<file path="config.mk">
export PLATFORM = sky130hd
export DESIGN_NAME = alu_arbiter
export DESIGN_NICKNAME = d
export VERILOG_FILES = /design/src/rtl/alu_arbiter.sv
export SDC_FILE = /design/constraint.sdc
export NUM_CORES = 1
export LEC_CHECK = 0
export ABC_AREA = 0
export BUFFER_PORTS_ARGS = -buffer_cell sky130_fd_sc_hd__buf_4
export CAP_MARGIN = 0
export CORE_AREA = 5 5 120 122
export CTS_BUF_LIST = sky130_fd_sc_hd__clkbuf_4
export DETAILED_ROUTE_END_ITERATION = 6
export DIE_AREA = 0 0 125 127
export GPL_ROUTABILITY_DRIVEN = 0
export PLACE_DENSITY_LB_ADDON = 0.05
export SETUP_SLACK_MARGIN = 0.2
export SYNTH_ARGS = -nofsm -noshare
export SYNTH_HDL_FRONTEND = slang
export SYNTH_SLANG_ARGS = --single-unit
</file>
<file path="constraint.sdc">
create_clock -name clk -period 2.15 [get_ports clk]
set_input_delay 0.43 -clock clk [delete_from_list [all_inputs] [get_ports clk]]
set_output_delay 0.43 -clock clk [all_outputs]
set_load 0.01 [all_outputs]
</file>
<file path="src/rtl/alu_arbiter.sv">
// rtl/alu_arbiter.sv - round-robin arbiter sharing one combinational ALU between two ports
// Optional illegal-op check (ctrl 14/15) enabled by defining ALU_ARB_ILLEGAL_CHK_EN.
module alu_arbiter #(
  parameter int DATA_W = 32,
  parameter int CTRL_W = 4
) (
  input  logic              clk,
  input  logic              rst_n,
  input  logic              req0_valid,
  output logic              req0_ready,
  input  logic [CTRL_W-1:0] req0_ctrl,
  input  logic [DATA_W-1:0] req0_data1,
  input  logic [DATA_W-1:0] req0_data2,
  input  logic              req1_valid,
  output logic              req1_ready,
  input  logic [CTRL_W-1:0] req1_ctrl,
  input  logic [DATA_W-1:0] req1_data1,
  input  logic [DATA_W-1:0] req1_data2,
  output logic              resp0_valid,
  input  logic              resp0_ready,
  output logic [DATA_W-1:0] resp0_data,
  output logic              resp0_err,
  output logic              resp1_valid,
  input  logic              resp1_ready,
  output logic [DATA_W-1:0] resp1_data,
  output logic              resp1_err,
  output logic [CTRL_W-1:0] alu_ctrl,
  output logic [DATA_W-1:0] alu_data1,
  output logic [DATA_W-1:0] alu_data2,
  input  logic [DATA_W-1:0] alu_out,
  output logic              busy
);

  typedef enum logic {IDLE, EXEC} state_t;

  state_t            state, state_nxt;
  logic              rr_ptr;
  logic              owner;
  logic              op_ill;
  logic              elig0, elig1;
  logic              grant0, grant1;
  logic [CTRL_W-1:0] sel_ctrl;
  logic [DATA_W-1:0] sel_d1, sel_d2;
  logic              sel_ill;

  // A port may only win if its single result slot is free or being retired now.
  always_comb begin
    elig0      = req0_valid && (!resp0_valid || resp0_ready);
    elig1      = req1_valid && (!resp1_valid || resp1_ready);
    grant0     = elig0 && (!elig1 || !rr_ptr);
    grant1     = elig1 && (!elig0 || rr_ptr);
    req0_ready = (state == IDLE) && grant0;
    req1_ready = (state == IDLE) && grant1;
    sel_ctrl   = grant1 ? req1_ctrl  : req0_ctrl;
    sel_d1     = grant1 ? req1_data1 : req0_data1;
    sel_d2     = grant1 ? req1_data2 : req0_data2;
`ifdef ALU_ARB_ILLEGAL_CHK_EN
    sel_ill    = (sel_ctrl >= CTRL_W'(14));
`else
    sel_ill    = 1'b0;
`endif
    state_nxt  = state;
    case (state)
      IDLE:    if (grant0 || grant1) state_nxt = EXEC;
      EXEC:    state_nxt = IDLE;
      default: state_nxt = IDLE;
    endcase
  end

  assign busy = (state == EXEC);

  always_ff @(posedge clk or negedge rst_n) begin
    if (!rst_n) begin
      state       <= IDLE;
      rr_ptr      <= 1'b0;
      owner       <= 1'b0;
      op_ill      <= 1'b0;
      alu_ctrl    <= '0;
      alu_data1   <= '0;
      alu_data2   <= '0;
      resp0_valid <= 1'b0;
      resp0_data  <= '0;
      resp0_err   <= 1'b0;
      resp1_valid <= 1'b0;
      resp1_data  <= '0;
      resp1_err   <= 1'b0;
    end else begin
      state <= state_nxt;
      // Operand registers double as the ALU drive, so alu_* only move on a grant.
      if (state == IDLE && (grant0 || grant1)) begin
        owner     <= grant1;
        op_ill    <= sel_ill;
        alu_ctrl  <= sel_ill ? '0 : sel_ctrl;
        alu_data1 <= sel_d1;
        alu_data2 <= sel_d2;
      end
      if (state == EXEC) rr_ptr <= ~owner;

      if (state == EXEC && !owner) begin
        resp0_valid <= 1'b1;
        resp0_data  <= op_ill ? '0 : alu_out;
        resp0_err   <= op_ill;
      end else if (resp0_valid && resp0_ready) begin
        resp0_valid <= 1'b0;
        resp0_err   <= 1'b0;
      end

      if (state == EXEC && owner) begin
        resp1_valid <= 1'b1;
        resp1_data  <= op_ill ? '0 : alu_out;
        resp1_err   <= op_ill;
      end else if (resp1_valid && resp1_ready) begin
        resp1_valid <= 1'b0;
        resp1_err   <= 1'b0;
      end
    end
  end

endmodule

</file>
# --- Yosys cells after proc, flatten, opt, wreduce, memory -nomap -nowiden ---
# Index checks and enable logic that the tools add are counted.
word_totals:
  input_bits: 174
  ff_bits: 139
classes:
  reduce_logical: 24
  bitwise: 2
  n_mux: 11
op_table:
  columns: ["operator", "count"]
  rows:
  - ["two-way mux 32 bit", 2]
  - ["logical AND 1 bit", 11]
  - ["two-way mux 1 bit", 7]
  - ["logical NOT 1 bit", 6]
  - ["logical OR 1 bit", 5]
  - ["two-way mux 4 bit", 1]
  - ["nonzero test 2 bit", 2]
  - ["NOT 1 bit", 2]
  - ["one-hot mux 1 bit (2 select lines)", 1]

# --- Depth between registers and ports, before layout ---
logic_depth:
  depth_word: 9
  ltp_mapped: 7
  mapped_depth_nobuf: 4

# --- Worst setup path before layout ---
# No wires, ideal clock.
synth_path:
  path_type: "register to output"
  start: "register resp0_valid"
  end: "output req1_ready"
  required_ns: 1.720
  t_arrival_ns: 1.252
  setup_slack_ns: 0.468
  path_stages_with_launch: 5
  path_buffers: 1
  cell_sequence: "dfrtp_1 -> nor2b_1 -> o311ai_4 -> buf_6 -> nor2_1"
synth_between:
  elab_chain_len: 7
synth_lines:
  columns: ["item", "line_no", "text"]
  rows:
  - ["start, declared", "19", "output logic resp0_valid,"]
  - ["start signal, assigned", "81", "resp0_valid <= 1'b0;"]
  - ["start signal, assigned", "100", "resp0_valid <= 1'b1;"]
  - ["start signal, assigned", "104", "resp0_valid <= 1'b0;"]
  - ["logical NOT 1 bit", "48", "elig0 = req0_valid && (!resp0_valid || resp0_ready);"]
  - ["logical OR 1 bit", "48", null]
  - ["logical AND 1 bit", "48", null]
  - ["logical NOT 1 bit", "51", "grant1 = elig1 && (!elig0 || rr_ptr);"]
  - ["logical OR 1 bit", "51", null]
  - ["logical AND 1 bit", "51", null]
  - ["logical AND 1 bit", "53", "req1_ready = (state == IDLE) && grant1;"]
  - ["end, declared", "15", "output logic req1_ready,"]
# No other way between the ends.

# --- Final worst setup path ---
# Ends and elaborated chain as after synthesis.

==> results.sh <==
export IMPL_port_buffers=310
export IMPL_avgSynthCellArea_um2=13.0
export IMPL_synth_async_reset_ratio_pct=100
export IMPL_die_area_um2=15900
export IMPL_area_growth_pct=46.5
export IMPL_clock_fmax_mhz=500
export IMPL_dp_hpwl_mm=13.9
export IMPL_cp_max_fo=3
export IMPL_finalNetCount=948
export IMPL_tightest_slew_ns=0.924
export IMPL_cp_end_kind="output pin"
export IMPL_cp_data_arrival_time_ns=1.57
export IMPL_die_w_um=125
export IMPL_finalHoldViolations=0
export IMPL_crit_path_start_kind="flop"
export IMPL_synthSimpleGateAreaFrac_pct=5.15
export IMPL_clk_latency_ns=0.53
export IMPL_relSlewSlack_pct=38.4
export IMPL_outcome="completed"
export IMPL_worstPathCellList="nor2b_4 > o311ai_4 > nor2_1 > buf_4"
export IMPL_period_minus_slack_ns=2.00
export IMPL_clock_sinks=137
export IMPL_cts_buffers=17
export IMPL_grt_start_max_net_pins=70
export IMPL_r2r_slack_ns=0.33
export IMPL_irDropWorstVdd_mv=0.798
export IMPL_rsz0062_at_grt="yes"
export IMPL_ios=313
export IMPL_place_area_um2=8470
export IMPL_synthMuxAreaShare_pct=12.0
export IMPL_detail_route_wl_per_cell_um=19.6
export IMPL_clk_pin_slew_worst_paths_ns=0.12
export IMPL_synth_edff_count=0
export IMPL_grt_pass1_vias=5264
export IMPL_syn_inst=463
export IMPL_critPathSlowestCell="dfrtp_1"
export IMPL_htreeDepth=4
export IMPL_finalWirelength_mm=18.9
export IMPL_drc=0
export IMPL_cts_root_buf="clkbuf_4"
export IMPL_finalSetupViolCount=0
export IMPL_cap_violations=0
export IMPL_grt_remaining_overflow=0
export IMPL_ys_types=28
export IMPL_cts_tree="done"
export IMPL_num_rows=42
export IMPL_antenna_found_initial=0
export IMPL_first_iter_violations=216
export IMPL_cts_buffer_depth=2
export IMPL_min_period_over_period_pct=93.0
export IMPL_diodes=0
export IMPL_via_count=5012
export IMPL_final_max_slew_viol_count=0
export IMPL_p_per_area_nw_per_um2=1490
export IMPL_slowest_delay_ns=0.44
export IMPL_antenna_left=0
export IMPL_worst_setup_path_type="flop to output pin"
export IMPL_first_pass_iters=4
export IMPL_via_per_inst=5.20
export IMPL_ys_warn_count=0
export IMPL_core_area_um2=13100
export IMPL_synthAdderAreaFrac_pct=0
export IMPL_ys_flop_type="dfrtp_1"
export IMPL_track_usage_pct=23.5
export IMPL_ys_seq_area_share_pct=56.9
export IMPL_drive_gt1_share_pct=61.4
export IMPL_num_fill_cells=1037
export IMPL_synth_xor_area_share_pct=0
export IMPL_p_total_uw=13100
export IMPL_cp_required_ns=1.72
export IMPL_start_util_pct=46.1
export IMPL_final_area_um2=8830
export IMPL_grt_pass1_wl_mm=29.5
export IMPL_fin_skew_ns=0.0148
export IMPL_hold_class="primary input to flop"
export IMPL_p_leak_uw=0.00422
export IMPL_mappedNetlistArea_um2=6030
export IMPL_synth_top_family_by_area="compound AO/OA/AOI/OAI gates"
export IMPL_die_h_um=127
export IMPL_synth_compound_area_share_pct=21.5
export IMPL_ys_seq_elements=137
[sequential cells by signal, summed over array words and instances (netlist names)]
name and flops:
alu_data1 32, alu_data2 32, resp0_data 32, resp1_data 32, alu_ctrl 4, busy 1, owner 1, resp0_valid 1
resp1_valid 1, rr_ptr 1
[cells in the mapped netlist, types with 2 or more instances]
library cell / count / area (um^2)
dfrtp_1: 137 / 3430
nand2_1: 72 / 270
mux2_2: 64 / 721
a21oi_1: 48 / 240
a2bb2oi_1: 38 / 333
a2bb2oi_2: 30 / 450
a21oi_2: 20 / 175
buf_6: 11 / 124
buf_2: 10 / 50.1
clkbuf_1: 8 / 30.0
buf_4: 5 / 37.5
buf_1: 3 / 11.3
inv_2: 2 / 7.51
[path summary, 6_finish.rpt]
check	from	depth (start not counted)	endpoint
setup / recovery	resp0_valid$_DFFE_PN0P_	4	req1_ready
hold / removal	req0_data2[13]	3	alu_data2[13]$_DFFE_PN0P_
setup reg to reg	busy$_DFF_PN0_	4	alu_data2[26]$_DFFE_PN0P_
hold reg to reg	resp0_data[28]$_DFFE_PN0P_	1	resp0_data[28]$_DFFE_PN0P_
max in group asynchronous	rst_n	3	resp0_data[10]$_DFFE_PN0P_
min in group asynchronous	rst_n	2	alu_data1[23]$_DFFE_PN0P_
[timing repair]
item,4_1_cts,5_1_grt
resized for setup,4,2
setup buffers,3,2
endpoints found under the setup margin,2,16
hold endpoints to repair,28,0
gates cloned,0,0
pin swaps,1,2
hold buffers,1,0
[placed cells by master, fill, tap and decap left out, drive strengths merged, types with 4 or more instances in the layout]
cell     instances
clkbuf          18
clkinv           8
dfrtp          137
nand2           73
buf            327
a2bb2oi         68
a21oi           68
mux2            64
inv              4
[per-layer routing]
| layer | vias up | share of wire [%] | GRT usage [%] |
|---|---|---|---|
| met3 | 39 | 9.4 | 9.10 |
| met2 | 243 | 50 | 38.6 |
| met1 | 2446 | 37 | 27.6 |
| met5 | - | 0 | 0 |
| met4 | 0 | 3.7 | 10.3 |
| li1 | 2284 | - | - |
[cell type report]
class                   count  area (um^2)  share of cell area, %
flip-flops and latches    137         3430                   38.8
repair buffers            328         2520                   28.5
multi-input cells         286         2360                   26.7
well taps                 176          220                   2.49
clock inverters            14          156                   1.77
clock buffers              18          135                   1.53
inverters                   4         17.5                  0.198
[kinds of logic after synthesis]
logic type / Yosys count
AOI/OAI and AO/OA: 142
DFF: 137
and+or+nand+nor: 78
muxes: 64
buffers and inverters: 41
other: 1
[power breakdown]
group          switching [uW]  internal, uW  total, uW
sequential                850          3890       4740
combinational            2940          3730       6670
clock                     924           803       1730
total                    4710          8420      13100
[through the flow]
step           util, %  hold WS [ns]  worst slack (ns)  cells  TNS [ns]
2_1_floorplan        -         0.134             0.468    464         0
3_3_place_gp      64.7         0.406             0.317    925         0
3_5_place_dp      64.7         0.410             0.253    925         0
4_1_cts           67.4        0.0667            0.0750    961         0
5_1_grt           67.5        0.0539          -0.00356    963  -0.00356
6_report          67.5         0.124             0.150    963         0
[worst max-delay path: cells and delay by family (launching register included)]
| kind | cells | cell delay (ns) |
|---|---|---|
| AO/OA/AOI/OAI | 1 | 0.22 |
| AND/OR/NAND/NOR | 2 | 0.22 |
| buffers and inverters | 1 | 0.16 |
| flip-flops | 1 | 0.44 |
Note: power is estimated with default switching activity, not from simulation.
